$ cat src/rtl/ahb_lite_arbiter_if.sv
`default_nettype none
// +----------------------------------------------------------------------------+
// | Module   : ahb_lite_arbiter_if                                             |
// | Brief    : AHB-Lite address/data bundle for one bus port (master or slave) |
// | Revision : 1.0                                                             |
// +----------------------------------------------------------------------------+
interface ahb_lite_arbiter_if;
    logic [31:0] addr;
    logic [1:0]  trans;
    logic        write;
    logic [2:0]  size;
    logic [31:0] wdata;
    logic [31:0] rdata;
    logic        ready;

    modport master (
        output addr, trans, write, size, wdata,
        input  rdata, ready
    );

    modport slave (
        input  addr, trans, write, size, wdata,
        output rdata, ready
    );
endinterface
`default_nettype wire

$ cat src/rtl/ahb_lite_arbiter.sv
`default_nettype none
// +----------------------------------------------------------------------------+
// | Module   : ahb_lite_arbiter                                                |
// | Brief    : Two-master / one-slave AHB-Lite arbiter with per-port hold      |
// |            stages. Optional macro AHB_ARB_BURST_LOCK_EN keeps the grant    |
// |            on the owner for SEQ bursts.                                    |
// | Revision : 1.0                                                             |
// +----------------------------------------------------------------------------+
module ahb_lite_arbiter #(
    parameter int          FIXED_PRIO = 0,
    parameter logic [31:0] IDLE_ADDR  = 32'h0
) (
    input  wire logic          clk,
    input  wire logic          reset,
    ahb_lite_arbiter_if.slave  m0,
    ahb_lite_arbiter_if.slave  m1,
    ahb_lite_arbiter_if.master s
);

    localparam logic [1:0] C_TR_IDLE = 2'b00;
    localparam logic [1:0] C_TR_BUSY = 2'b01;
    localparam logic [1:0] C_TR_NSEQ = 2'b10;
    localparam logic [1:0] C_TR_SEQ  = 2'b11;
    localparam logic [2:0] C_SIZE_WORD = 3'b010;

    typedef enum logic [1:0] {
        ST_IDLE = 2'd0,
        ST_PEND = 2'd1,
        ST_DATA = 2'd2
    } port_state_t;

    port_state_t r_state     [2];
    port_state_t w_state_nxt [2];

    logic [31:0] r_hold_addr  [2];
    logic        r_hold_write [2];
    logic [2:0]  r_hold_size  [2];

    logic        r_own_vld;
    logic        r_own_id;
    logic        r_last_gnt;

    logic [31:0] w_live_addr  [2];
    logic [1:0]  w_live_trans [2];
    logic        w_live_write [2];
    logic [2:0]  w_live_size  [2];
    logic [31:0] w_live_wdata [2];

    logic [31:0] w_src_addr  [2];
    logic        w_src_write [2];
    logic [2:0]  w_src_size  [2];

    logic        w_ready    [2];
    logic        w_live_req [2];
    logic        w_req      [2];
    logic        w_win      [2];
    logic        w_take     [2];

    logic        w_gnt_vld;
    logic        w_gnt_id;
    logic        w_xfer;
    logic        w_accept;
    logic [1:0]  w_fwd_trans;

`ifdef AHB_ARB_BURST_LOCK_EN
    logic        r_lock_vld;
    logic        r_lock_id;
`endif

    always_comb begin
        w_live_addr[0]  = m0.addr;
        w_live_trans[0] = m0.trans;
        w_live_write[0] = m0.write;
        w_live_size[0]  = m0.size;
        w_live_wdata[0] = m0.wdata;
        w_live_addr[1]  = m1.addr;
        w_live_trans[1] = m1.trans;
        w_live_write[1] = m1.write;
        w_live_size[1]  = m1.size;
        w_live_wdata[1] = m1.wdata;
    end

    // A pending port presents its held address; otherwise the live bus is used.
    always_comb begin
        for (int i = 0; i < 2; i++) begin
            w_ready[i]    = (r_state[i] == ST_PEND) ? 1'b0 :
                            (r_state[i] == ST_DATA) ? s.ready : 1'b1;
            w_live_req[i] = (w_live_trans[i] == C_TR_NSEQ) || (w_live_trans[i] == C_TR_SEQ);
            w_req[i]      = !reset && ((r_state[i] == ST_PEND) || w_live_req[i]);
            if (r_state[i] == ST_PEND) begin
                w_src_addr[i]  = r_hold_addr[i];
                w_src_write[i] = r_hold_write[i];
                w_src_size[i]  = r_hold_size[i];
            end else begin
                w_src_addr[i]  = w_live_addr[i];
                w_src_write[i] = w_live_write[i];
                w_src_size[i]  = w_live_size[i];
            end
        end
    end

    always_comb begin
        w_gnt_vld   = w_req[0] || w_req[1];
        w_xfer      = w_gnt_vld;
        w_fwd_trans = C_TR_NSEQ;
        if (w_req[0] && w_req[1]) begin
            w_gnt_id = (FIXED_PRIO != 0) ? 1'b0 : ~r_last_gnt;
        end else begin
            w_gnt_id = !w_req[0];
        end
`ifdef AHB_ARB_BURST_LOCK_EN
        // Owner continuing its burst overrides arbitration; BUSY is shown but not transferred.
        if (!reset && r_lock_vld && (r_state[r_lock_id] == ST_DATA)) begin
            if (w_live_trans[r_lock_id] == C_TR_SEQ) begin
                w_gnt_vld   = 1'b1;
                w_gnt_id    = r_lock_id;
                w_xfer      = 1'b1;
                w_fwd_trans = C_TR_SEQ;
            end else if (w_live_trans[r_lock_id] == C_TR_BUSY) begin
                w_gnt_vld   = 1'b1;
                w_gnt_id    = r_lock_id;
                w_xfer      = 1'b0;
                w_fwd_trans = C_TR_BUSY;
            end
        end
`endif
        w_accept = w_xfer && s.ready;
    end

    always_comb begin
        for (int i = 0; i < 2; i++) begin
            w_win[i]       = w_accept && (w_gnt_id == 1'(i));
            w_take[i]      = w_ready[i] && w_live_req[i] && !w_win[i];
            w_state_nxt[i] = r_state[i];
            case (r_state[i])
                ST_IDLE: begin
                    if (w_win[i])       w_state_nxt[i] = ST_DATA;
                    else if (w_take[i]) w_state_nxt[i] = ST_PEND;
                end
                ST_PEND: begin
                    if (w_win[i])       w_state_nxt[i] = ST_DATA;
                end
                ST_DATA: begin
                    if (s.ready) begin
                        if (w_win[i])       w_state_nxt[i] = ST_DATA;
                        else if (w_take[i]) w_state_nxt[i] = ST_PEND;
                        else                w_state_nxt[i] = ST_IDLE;
                    end
                end
                default: w_state_nxt[i] = ST_IDLE;
            endcase
        end
    end

    always_ff @(posedge clk or posedge reset) begin
        if (reset) begin
            r_state[0] <= ST_IDLE;
            r_state[1] <= ST_IDLE;
        end else begin
            r_state[0] <= w_state_nxt[0];
            r_state[1] <= w_state_nxt[1];
        end
    end

    always_ff @(posedge clk or posedge reset) begin
        if (reset) begin
            for (int i = 0; i < 2; i++) begin
                r_hold_addr[i]  <= 32'h0;
                r_hold_write[i] <= 1'b0;
                r_hold_size[i]  <= 3'b000;
            end
        end else begin
            for (int i = 0; i < 2; i++) begin
                if (w_win[i]) begin
                    r_hold_addr[i]  <= 32'h0;
                    r_hold_write[i] <= 1'b0;
                    r_hold_size[i]  <= 3'b000;
                end else if (w_take[i]) begin
                    r_hold_addr[i]  <= w_live_addr[i];
                    r_hold_write[i] <= w_live_write[i];
                    r_hold_size[i]  <= w_live_size[i];
                end
            end
        end
    end

    // The data-phase owner only changes when the current data phase completes.
    always_ff @(posedge clk or posedge reset) begin
        if (reset) begin
            r_own_vld  <= 1'b0;
            r_own_id   <= 1'b0;
            r_last_gnt <= 1'b1;
        end else begin
            if (s.ready) begin
                r_own_vld <= w_accept;
                r_own_id  <= w_gnt_id;
            end
            if (w_accept) begin
                r_last_gnt <= w_gnt_id;
            end
        end
    end

`ifdef AHB_ARB_BURST_LOCK_EN
    always_ff @(posedge clk or posedge reset) begin
        if (reset) begin
            r_lock_vld <= 1'b0;
            r_lock_id  <= 1'b0;
        end else if (s.ready) begin
            r_lock_vld <= w_accept;
            r_lock_id  <= w_gnt_id;
        end
    end
`endif

    assign s.addr  = w_gnt_vld ? w_src_addr[w_gnt_id]  : IDLE_ADDR;
    assign s.trans = w_gnt_vld ? w_fwd_trans           : C_TR_IDLE;
    assign s.write = w_gnt_vld ? w_src_write[w_gnt_id] : 1'b0;
    assign s.size  = w_gnt_vld ? w_src_size[w_gnt_id]  : C_SIZE_WORD;
    assign s.wdata = r_own_vld ? w_live_wdata[r_own_id] : 32'h0;

    assign m0.rdata = s.rdata;
    assign m1.rdata = s.rdata;
    assign m0.ready = w_ready[0];
    assign m1.ready = w_ready[1];

endmodule
`default_nettype wire
$ cat src/flat_wrapper.sv
// flat-port wrapper written by rule: the top's interface ports become plain ports
module ahb_lite_arbiter_flat 
#(
    parameter int          FIXED_PRIO = 0,
    parameter logic [31:0] IDLE_ADDR  = 32'h0
)
  (clk, reset, m0_addr, m0_trans, m0_write, m0_size, m0_wdata, m0_rdata, m0_ready, m1_addr, m1_trans, m1_write, m1_size, m1_wdata, m1_rdata, m1_ready, s_addr, s_trans, s_write, s_size, s_wdata, s_rdata, s_ready);
  ahb_lite_arbiter_if m0_i ();
  ahb_lite_arbiter_if m1_i ();
  ahb_lite_arbiter_if s_i ();
  input  wire logic clk;
  input  wire logic reset;
  input wire logic [$bits(m0_i.addr)-1:0] m0_addr;
  input wire logic [$bits(m0_i.trans)-1:0] m0_trans;
  input wire logic [$bits(m0_i.write)-1:0] m0_write;
  input wire logic [$bits(m0_i.size)-1:0] m0_size;
  input wire logic [$bits(m0_i.wdata)-1:0] m0_wdata;
  output wire logic [$bits(m0_i.rdata)-1:0] m0_rdata;
  output wire logic [$bits(m0_i.ready)-1:0] m0_ready;
  input wire logic [$bits(m1_i.addr)-1:0] m1_addr;
  input wire logic [$bits(m1_i.trans)-1:0] m1_trans;
  input wire logic [$bits(m1_i.write)-1:0] m1_write;
  input wire logic [$bits(m1_i.size)-1:0] m1_size;
  input wire logic [$bits(m1_i.wdata)-1:0] m1_wdata;
  output wire logic [$bits(m1_i.rdata)-1:0] m1_rdata;
  output wire logic [$bits(m1_i.ready)-1:0] m1_ready;
  output wire logic [$bits(s_i.addr)-1:0] s_addr;
  output wire logic [$bits(s_i.trans)-1:0] s_trans;
  output wire logic [$bits(s_i.write)-1:0] s_write;
  output wire logic [$bits(s_i.size)-1:0] s_size;
  output wire logic [$bits(s_i.wdata)-1:0] s_wdata;
  input wire logic [$bits(s_i.rdata)-1:0] s_rdata;
  input wire logic [$bits(s_i.ready)-1:0] s_ready;
  assign m0_i.addr = m0_addr;
  assign m0_i.trans = m0_trans;
  assign m0_i.write = m0_write;
  assign m0_i.size = m0_size;
  assign m0_i.wdata = m0_wdata;
  assign m0_rdata = m0_i.rdata;
  assign m0_ready = m0_i.ready;
  assign m1_i.addr = m1_addr;
  assign m1_i.trans = m1_trans;
  assign m1_i.write = m1_write;
  assign m1_i.size = m1_size;
  assign m1_i.wdata = m1_wdata;
  assign m1_rdata = m1_i.rdata;
  assign m1_ready = m1_i.ready;
  assign s_addr = s_i.addr;
  assign s_trans = s_i.trans;
  assign s_write = s_i.write;
  assign s_size = s_i.size;
  assign s_wdata = s_i.wdata;
  assign s_i.rdata = s_rdata;
  assign s_i.ready = s_ready;
  ahb_lite_arbiter #(.FIXED_PRIO(FIXED_PRIO), .IDLE_ADDR(IDLE_ADDR)) u_core (.clk(clk), .reset(reset), .m0(m0_i), .m1(m1_i), .s(s_i));
endmodule
$ cat config.mk
export PLATFORM = sky130hd
export DESIGN_NAME = ahb_lite_arbiter_flat
export DESIGN_NICKNAME = d
export VERILOG_FILES = /design/src/rtl/ahb_lite_arbiter_if.sv /design/src/rtl/ahb_lite_arbiter.sv /design/src/flat_wrapper.sv
export SDC_FILE = /design/constraint.sdc
export NUM_CORES = 1
export LEC_CHECK = 0
export CORE_MARGIN = 4
export CORE_UTILIZATION = 42
export CTS_CLUSTER_SIZE = 10
export DETAILED_ROUTE_END_ITERATION = 8
export PLACE_DENSITY_LB_ADDON = 0.2
export SLEW_MARGIN = 20
export SYNTH_ARGS = -nofsm -noshare
export SYNTH_HDL_FRONTEND = slang
export SYNTH_SLANG_ARGS = --single-unit
$ cat constraint.sdc
create_clock -name clk -period 6.95 [get_ports clk]
set_clock_uncertainty 0.15 [all_clocks]
set_input_delay 1.39 -clock clk [delete_from_list [all_inputs] [get_ports clk]]
set_output_delay 1.39 -clock clk [all_outputs]
set_load 0.01 [all_outputs]
### Word level (Yosys, flattened, before mapping)

Index checks and enable logic that the tools add are counted.

* order comparisons: 2
* reductions and logical operators: 25
* bitwise operators: 4
* mux-type cells: 54
* eq/ne operators: 14

Operator list (number)
* 32-bit 2-to-1 mux: 14
* 3-bit 2-to-1 mux: 10
* 2-bit 2-to-1 mux: 11
* 1-bit 2-to-1 mux: 17
* 2-bit == test, second input constant: 6
* 2-bit case mux with 3 select lines: 2
* 1-bit logical AND: 10
* 3-bit by 1-bit inequality test with 1-bit output, second input constant: 2
* 3-bit AND reduction: 2
* 1-bit logical OR: 5
* 2-bit by 1-bit == test with 1-bit output, second input constant: 2
* 2-bit greater-or-equal comparator, second input constant: 2
* 1-bit logical NOT: 4
* 2-bit logical NOT: 2
* 2-bit by 1-bit inequality test with 1-bit output, second input constant: 2
* 2-bit inequality test, second input constant: 2
* 1-bit NOT with 2-bit output: 2
* 2-bit nonzero test: 2
* 1-bit NOT: 2

* flip-flop bits (word level): 79
* logic and storage cells: 110
* output and inout port bits: 136
* bits of input ports: 175

### Depth between registers and ports, before layout

Gate-level depths: netlist (run 1).

* depth in word-level cells: 14
* gate-level depth with buffers: 7
* depth with buffers taken out: 4

### Least setup slack after synthesis (run 1)

Ideal clock, no wire load.

* path type: input to output
* start: input port reset
* end: output port s_addr[22]
* stages: 3
* required time: 5410 ps
* setup slack: 1045 ps
* buffers on the path: 1
* arrival: 4365 ps
* cell sequence: clkinv_1 -> clkbuf_1 -> o21a_1

* longest elaborated chain between the ends: 9
* elaborated cells between the ends (all ways): 12
* those cells by class: mux: 5; bitwise: 1; reduce/logical: 6

Ends and longest elaborated chain
* start: declaration: line flat_wrapper.sv:12 `input wire logic reset;`
* 1-bit logical NOT (*): line ahb_lite_arbiter.sv:89 `w_req[i] = !reset && ((r_state[i] == ST_PEND) || w_live_req[i]);`
* 1-bit logical AND: line ahb_lite_arbiter.sv:89
* 1-bit logical NOT or 1-bit logical AND (tied branches): line ahb_lite_arbiter.sv:109, ahb_lite_arbiter.sv:106
* 1-bit 2-to-1 mux: line ahb_lite_arbiter.sv:106 `if (w_req[0] && w_req[1]) begin`
* 1-bit NOT with 2-bit output (implied by the code): line ahb_lite_arbiter.sv:216 `assign s.addr = w_gnt_vld ? w_src_addr[w_gnt_id] : IDLE_ADDR;`
* 32-bit 2-to-1 mux (implied by the code) (3 in series): line ahb_lite_arbiter.sv:216
* 32-bit 2-to-1 mux (*): line ahb_lite_arbiter.sv:216
* end: declaration: line flat_wrapper.sv:27 `output wire logic [$bits(s_i.addr)-1:0] s_addr;`

Every way passes the cells marked *; elsewhere a longest branch is shown, timed or not. The select of a mux whose other input is x is not followed.

### Final worst setup path (run 1)

* start: input port m0_trans[1]
* end: output port s_addr[12]

* longest elaborated chain between the ends: 11
* elaborated cells between the ends (all ways): 14
* those cells by class: eq/ne: 2; mux: 5; bitwise: 1; reduce/logical: 6

Ends and longest elaborated chain
* start: declaration: line flat_wrapper.sv:14 `input wire logic [$bits(m0_i.trans)-1:0] m0_trans;`
* 2-bit == test: line ahb_lite_arbiter.sv:88 `w_live_req[i] = (w_live_trans[i] == C_TR_NSEQ) || (w_live_trans[i] == C_TR_SEQ);`
* 1-bit logical OR (*): line ahb_lite_arbiter.sv:88
* 1-bit logical OR (*): line ahb_lite_arbiter.sv:89
* 1-bit logical AND (*): line ahb_lite_arbiter.sv:89
* 1-bit logical NOT or 1-bit logical AND (tied branches): line ahb_lite_arbiter.sv:109, ahb_lite_arbiter.sv:106
* 1-bit 2-to-1 mux: line ahb_lite_arbiter.sv:106
* 1-bit NOT with 2-bit output (implied by the code): line ahb_lite_arbiter.sv:216
* 32-bit 2-to-1 mux (implied by the code) (3 in series): line ahb_lite_arbiter.sv:216
* 32-bit 2-to-1 mux (*): line ahb_lite_arbiter.sv:216

Marks and branches as above.

==> results of run 1 <==
==> flip-flops by register name, indices dropped and copies added, names as in the netlist <==
signal,count
u_core.r_hold_write,2
u_core.r_own_id,1
u_core.r_hold_size,6
u_core.r_last_gnt,1
u_core.r_own_vld,1
u_core.r_state,4
u_core.r_hold_addr,64
==> tightest hold or removal path: stages (launching register included) <==
cell	delay [ns]
dfrtp_1	0.34
nor2_1	0.05
nor2_1	0.07
==> final timing paths <==
kind,startpoint,end,cells past startpoint
min,u_core.r_own_id$_DFFE_PP0P_,u_core.r_own_id$_DFFE_PP0P_,2
min reg2reg,u_core.r_own_id$_DFFE_PP0P_,u_core.r_own_id$_DFFE_PP0P_,2
min in group asynchronous,reset,u_core.r_hold_size[4]$_DFFE_PP0P_,2
max in group asynchronous,reset,u_core.r_hold_addr[25]$_DFFE_PP0P_,3
max,m0_trans[1],s_addr[12],6
max reg2reg,u_core.r_state[1]$_DFFE_PP0P_,u_core.r_hold_addr[23]$_DFFE_PP0P_,4
==> cell usage in the layout (no fill, tap or decap), types with 3 or more instances in the layout <==
cell and count:
a211oi_1 21, a21oi_1 72, a221oi_1 7, a221oi_2 8
a32o_1 15, buf_4 9, clkbuf_16 9, clkbuf_8 3
clkdlybuf4s50_1 210, dfrtp_1 78, mux2i_1 68, nand2_1 74
nand2b_1 3, nand3_1 71, nor2_1 48, nor2_2 29
nor2b_1 34, o21a_1 36, o21ai_0 6, o221ai_1 40
==> power groups by stage <==
stage / logic [mW] / registers [mW] / clock network, mW
final: 1.90 / 0.861 / 0.493
after global routing: 2.05 / 0.887 / 0.522
after CTS: 1.88 / 0.853 / 0.500
after detailed placement: 1.87 / 0.861 / 0
after global placement: 1.82 / 0.842 / 0
after floorplan: 1.38 / 0.778 / 0
==> area by class of cell <==
cell class                      instances  area (sq um)
Timing Repair Buffer                  222          2230
Tap cell                              211           264
Clock inverter                          3          40.0
Sequential cell                        79          1980
Inverter                                4          20.0
Clock buffer                           13           270
Fill cell                            1414          6850
Multi-Input combinational cell        560          3660
==> routing by layer <==
| layer | routed length (microns) | part of all wire [%] |
|---|---|---|
| met2 | 11600 | 50 |
| met5 | 0 | 0 |
| met4 | 274 | 1.2 |
| met1 | 9200 | 40 |
| met3 | 1910 | 8.3 |
==> cell families after synthesis <==
kind of cell / count (synthesis) / share of synthesized area (%)
mux: 70 / 10.7
flops: 79 / 30.0
simple gates: 272 / 20.4
buf+inv: 147 / 14.5
compound gates: 217 / 24.3
other cells: 1 / 0.0569
==> impl_summary.log, run 1 <==
[metrics] total of warnings raised by yosys: 0
[metrics] proportion of layout cells with a drive suffix above 1: 8.97%
[metrics] clock slew at reported path FFs: 0.06 ns
[metrics] Tot GR Track Use: 24.6%
[metrics] EDFF count, synth: 0
[metrics] number of instances in the synthesized netlist: 786
[metrics] Leakage: 3.49 nW
[metrics] top cells by area in the synthesized netlist: dfrtp_1 30%, mux2i_1 10%, buf_4 8.7%, a21oi_1 5.5%, nand3_1 5.4%
[metrics] post-route fraction of the period consumed by the critical path: 80.9%
[metrics] cell total after placement: 1075
[metrics] H-tree Lvls: 3
[metrics] routability congestion estimate from global placement: 0.861
[metrics] RSZ-0062 raised after global routing: false
[metrics] placement row count: 45
[metrics] library cell contributing the largest single delay on the critical path: clkdlybuf4s50_1
[metrics] Die Footprint: 0.0178 sq mm
[metrics] Die Y-Extent: 133 microns
[metrics] critical path fanouts, max: 36
[metrics] die outline width: 133 microns
[metrics] end-of-flow core utilization: 55.3%
[metrics] setup-violating endpoint count in the final report: 0
[metrics] Max VDD drop: 0.000197 V
[metrics] final cell count without fillers: 1092
[metrics] buffer and inverter count on the worst path: 3
[metrics] number of storage elements in the synthesis netlist: 79
[metrics] grt peak-use layer: met2
[metrics] Arr. time, crit path: 4.08 ns
[metrics] family of cells with the greatest summed delay on the critical path: buffers and inverters
[metrics] Seq/Total Area, Yosys: 30.0%
[metrics] Worst setup EP type: output pin
[metrics] most instantiated flip-flop cell in the synthesis netlist: dfrtp_1
[metrics] number of gates resized after CTS: 0
[metrics] instance area at placement: 0.00812 sq mm
[metrics] buffer type at the clock tree root: clkbuf_16
[metrics] final HPWL from detailed placement: 16300 microns
[metrics] power density cells: 385 mW/mm^2
[metrics] Via Count: 6378
[metrics] Required @ worst endpoint: 5.41 ns
[metrics] Final Instance Area: 0.00846 sq mm
[metrics] net switching share of the total power: 43.9%
[metrics] number of antenna violations at the first check in global routing: 0
[metrics] minimum clock period after layout: 5.62 ns
[metrics] final-stage net count: 1051
[metrics] leading cell type by number of instances after synthesis: dfrtp_1
[metrics] grt met2 use: 42.1%
[metrics] Layout Area Growth over Synthesis: 28.4%
[metrics] number of pins exceeding their max-slew limit in the final report: 0
[metrics] setup fix buffers added after clock tree synthesis: 0
[metrics] met3 Resource Use GR: 6.72%
[metrics] asr flop ratio synth: 100%
[metrics] final WL: 23000 microns
[metrics] cell area after synthesis: 0.00659 sq mm
[metrics] worst-case setup margin in the final layout: 1.33 ns
[metrics] DRC violations left: 0
[metrics] via density per instance: 5.84
[metrics] cells along the critical path: clkdlybuf4s50_1 -> o21a_1 -> buf_4 -> a21oi_1 -> o21a_1 -> clkdlybuf4s50_1
[metrics] worst setup path category: in2out
[metrics] most used standard cells in the synthesized netlist: 78 x dfrtp_1, 76 x buf_4, 74 x nand2_1, 72 x a21oi_1, 71 x nand3_1
[metrics] status: finished clean
[metrics] critical path startpoint category: input port
[metrics] clock tree sinks: 79
[metrics] fraction of power consumed by sequential logic: 26.4%
[metrics] number of buffers created by CTS: 9
[metrics] pin count of the biggest net entering global routing: 96
[metrics] Post-Place Setup Slack: 1.42 ns
[metrics] diodes inserted: 0
[metrics] met1 track demand over resource: 31.2%
[metrics] TritonCTS clock tree: yes
[metrics] transition time of the tightest slew-check pin: 1.08 ns
[metrics] overflow left after global routing: 0
[metrics] part of the total power dissipated in combinational logic: 58.4%
[metrics] FF-to-FF setup slack: 3.34 ns
[metrics] antenna-violating nets left: 0
[metrics] post-layout power: 3.26 mW
[metrics] synth unique cells: 46
[metrics] Initial DRC Count: 540
[metrics] type of the tightest min-delay check: reg2reg
[metrics] largest stage delay on the critical path: 0.95 ns
[metrics] starting utilization of the core area: 43.0%
[metrics] routed wirelength normalized by instance count: 21.0 microns
[metrics] tightest slew margin relative to the limit: 28.3%
[metrics] largest buffer count on any clock path: 2
[metrics] wire length of the first global-routing pass: 35200 microns
[metrics] top cell type by total area after synthesis: dfrtp_1
[metrics] vias in the first global route: 6191
[metrics] detailed-routing iteration count for the pre-antenna-repair pass: 5
[metrics] number of top-level pins: 311
[metrics] hold slack: 0.349 ns
[metrics] Clk network pwr share: 15.2%
[metrics] Hold Fails Final Rpt: 0
[metrics] Fmax: 178 MHz
[metrics] synthesized netlist net count: 961
[metrics] cell-internal power: 1.83 mW
[metrics] P_sw: 1.43 mW
[metrics] Avg Cell Area, Syn: 8.38 sq um
[metrics] top-area cell type share of the netlist area: 29.6%
[metrics] Sum Neg Setup Slack: 0 ns
[metrics] number of maximum-capacitance violations: 0
[metrics] placeable core area: 0.0153 sq mm
[metrics] hold buffer count at cts: 0
[metrics] count of port buffers added during placement: 211
[metrics] clk_lat worst skew: 0.34 ns
No activity file was read; power rests on OpenSTA's default activity.
==> run 2, diff against run 1 <==
--- a/config.mk
+++ b/config.mk
@@ -6,7 +6,7 @@
 export NUM_CORES = 1
 export LEC_CHECK = 0
 export CORE_MARGIN = 4
-export CORE_UTILIZATION = 42
+export CORE_UTILIZATION = 38
 export CTS_CLUSTER_SIZE = 10
 export DETAILED_ROUTE_END_ITERATION = 8
 export PLACE_DENSITY_LB_ADDON = 0.2
==> constraint.sdc (replaced) <==
create_clock -name clk -period 4.9 [get_ports clk]
set_clock_uncertainty 0.15 [all_clocks]
set_input_delay 0.98 -clock clk [delete_from_list [all_inputs] [get_ports clk]]
set_output_delay 0.98 -clock clk [all_outputs]
set_load 0.01 [all_outputs]
==> run 2 against run 1 <==
  * Sequential power increased by 39%
  * First-iteration DRC count increased by 20%
  * Flip-flop and latch count is the same
  * Clock power increased by 53%
  * Critical path type unchanged
  * Largest power group unchanged
==> impl_summary.log, run 2 (same netlist as run 1, synthesis figures left out) <==
[metrics] status: finished clean
[metrics] minimum clock period after layout: 4.37 ns
[metrics] DRC violations left: 0
[metrics] transition time of the tightest slew-check pin: 0.950 ns
[metrics] Leakage: 3.55 nW
[metrics] pin count of the biggest net entering global routing: 43
[metrics] via density per instance: 5.63
[metrics] number of antenna violations at the first check in global routing: 0
[metrics] diodes inserted: 0
[metrics] number of top-level pins: 311
[metrics] critical path startpoint category: input port
[metrics] Die Y-Extent: 140 microns
[metrics] area taken by multi-input logic gates: 0.00366 sq mm
[metrics] number of maximum-capacitance violations: 0
[metrics] placeable core area: 0.0168 sq mm
[metrics] Sum Neg Setup Slack: 0 ns
[metrics] Via Count: 6267
[metrics] H-tree Lvls: 3
[metrics] routed wirelength normalized by instance count: 20.5 microns
[metrics] count of port buffers added during placement: 211
[metrics] Initial DRC Count: 649
[metrics] clk_lat worst skew: 0.34 ns
[metrics] FF-to-FF setup slack: 2.16 ns
[metrics] Die Footprint: 0.0195 sq mm
[metrics] clock slew at reported path FFs: 0.06 ns
[metrics] detailed-routing iteration count for the pre-antenna-repair pass: 5
[metrics] overflow left after global routing: 0
[metrics] starting utilization of the core area: 39.3%
[metrics] number of gates resized after CTS: 0
[metrics] Filler Cells Inserted: 1625
[metrics] most used cells in the layout excluding fill and tap cells: 210 x clkdlybuf4s50_1, 77 x dfrtp_1, 74 x nand2_1
[metrics] start point of the worst hold path: u_core.r_hold_addr[49]$_DFFE_PP0P_
[metrics] placement row count: 47
[metrics] worst setup path category: in2out
[metrics] proportion of layout cells with a drive suffix above 1: 10.4%
[metrics] leading registers by flop count: u_core.r_hold_addr x64, u_core.r_hold_size x6, u_core.r_state x4
[metrics] leading cell type in the layout, fill and taps excluded: clkdlybuf4s50_1
[metrics] Layout Area Growth over Synthesis: 30.2%
[metrics] buffer type at the clock tree root: clkbuf_16
[metrics] final HPWL from detailed placement: 16100 microns
[metrics] max reg flops: 64
[metrics] number of pins exceeding their max-slew limit in the final report: 0
[metrics] setup fix buffers added after clock tree synthesis: 0
[metrics] hold buffer count at cts: 0
[metrics] worst r2r dst: u_core.r_hold_addr[0]$_DFFE_PP0P_
[metrics] Fmax: 229 MHz
[metrics] Required @ worst endpoint: 3.77 ns
[metrics] Tot GR Track Use: 22.2%
[metrics] number of buffers created by CTS: 9
[metrics] final-stage net count: 1063
[metrics] RSZ-0062 raised after global routing: false
[metrics] Hold Crit Depth: 2
[metrics] Hold Fails Final Rpt: 0
[metrics] hold slack: 0.375 ns
[metrics] die outline width: 140 microns
[metrics] depth of the worst register-to-register path: 5
[metrics] setup-violating endpoint count in the final report: 0
[metrics] Arr. time, crit path: 3.24 ns
[metrics] type of the tightest min-delay check: reg2reg
[metrics] final WL: 22800 microns
[metrics] routability congestion estimate from global placement: 0.857
[metrics] Worst setup EP type: output pin
[metrics] TritonCTS clock tree: yes
[metrics] wire length of the first global-routing pass: 35000 microns
[metrics] tightest slew margin relative to the limit: 36.5%
[metrics] largest reg by FF count: u_core.r_hold_addr
[metrics] post-route fraction of the period consumed by the critical path: 89.3%
[metrics] power density cells: 545 mW/mm^2
[metrics] clock tree sinks: 79
[metrics] antenna-violating nets left: 0
[metrics] FF+latch area: 0.00198 sq mm
[metrics] Max VDD drop: 0.000239 V
[metrics] critical path fanouts, max: 27
[metrics] startpoint of the lowest-slack register-to-register path: u_core.r_state[1]$_DFFE_PP0P_
[metrics] vias in the first global route: 5968
[metrics] capture endpoint of the worst hold path: u_core.r_hold_addr[49]$_DFFE_PP0P_
[metrics] largest buffer count on any clock path: 2
run 2: worst max path at each step:
stage,start,endpoint,slack [ns],cells after the start
after detailed placement,m0_trans[1],s_size[1],0.62,6
after CTS,m0_trans[1],s_size[1],0.62,6
after global placement,m0_trans[1],s_size[1],0.62,6
final,m0_trans[1],s_size[1],0.53,6
after global routing,m0_trans[1],s_size[1],0.52,6
after floorplan,reset,s_addr[22],1.17,3
run 2: per-layer routing:
metal | vias to the layer above | routed length, microns | GRT usage, %
met5 | - | 0 | 0
met4 | 0 | 313 | 5.15
met3 | 28 | 1610 | 5.28
met2 | 262 | 10900 | 35.7
met1 | 2999 | 10000 | 30.5
li1 | 2978 | - | -
run 2: final cells by class:
class	count	area share, %
Clock buffer	11	2.94
Clock inverter	5	0.933
Inverter	4	0.204
Multi-Input combinational cell	560	42.7
Sequential cell	79	23.1
Tap cell	220	3.21
Timing Repair Buffer	234	27.0
run 2: power breakdown:
group | switching, mW | internal, mW | total (mW)
combinational | 1.49 | 1.23 | 2.72
sequential | 0.258 | 0.940 | 1.20
clock | 0.282 | 0.473 | 0.756
run 2: metrics by stage:
stage / instances / area (sq um) / setup WS [ns] / utilization (%) / total power [mW]
after global routing: 1113 / 8580 / 0.524 / 51.2 / 5.01
after detailed placement: 1097 / 8250 / 0.624 / 49.2 / 3.93
final: 1113 / 8580 / 0.527 / 51.2 / 4.68
after CTS: 1113 / 8580 / 0.620 / 51.2 / 4.70
after floorplan: 786 / 6590 / 1.17 / - / 3.06
after global placement: 1097 / 8250 / 0.621 / 49.2 / 3.90
run 2: worst max-delay path: stages:
cell and delay, ns:
clkdlybuf4s50_1 0.49, buf_4 0.28, o21ai_0 0.48, o21ai_0 0.26, a21o_1 0.23, clkdlybuf4s50_1 0.52
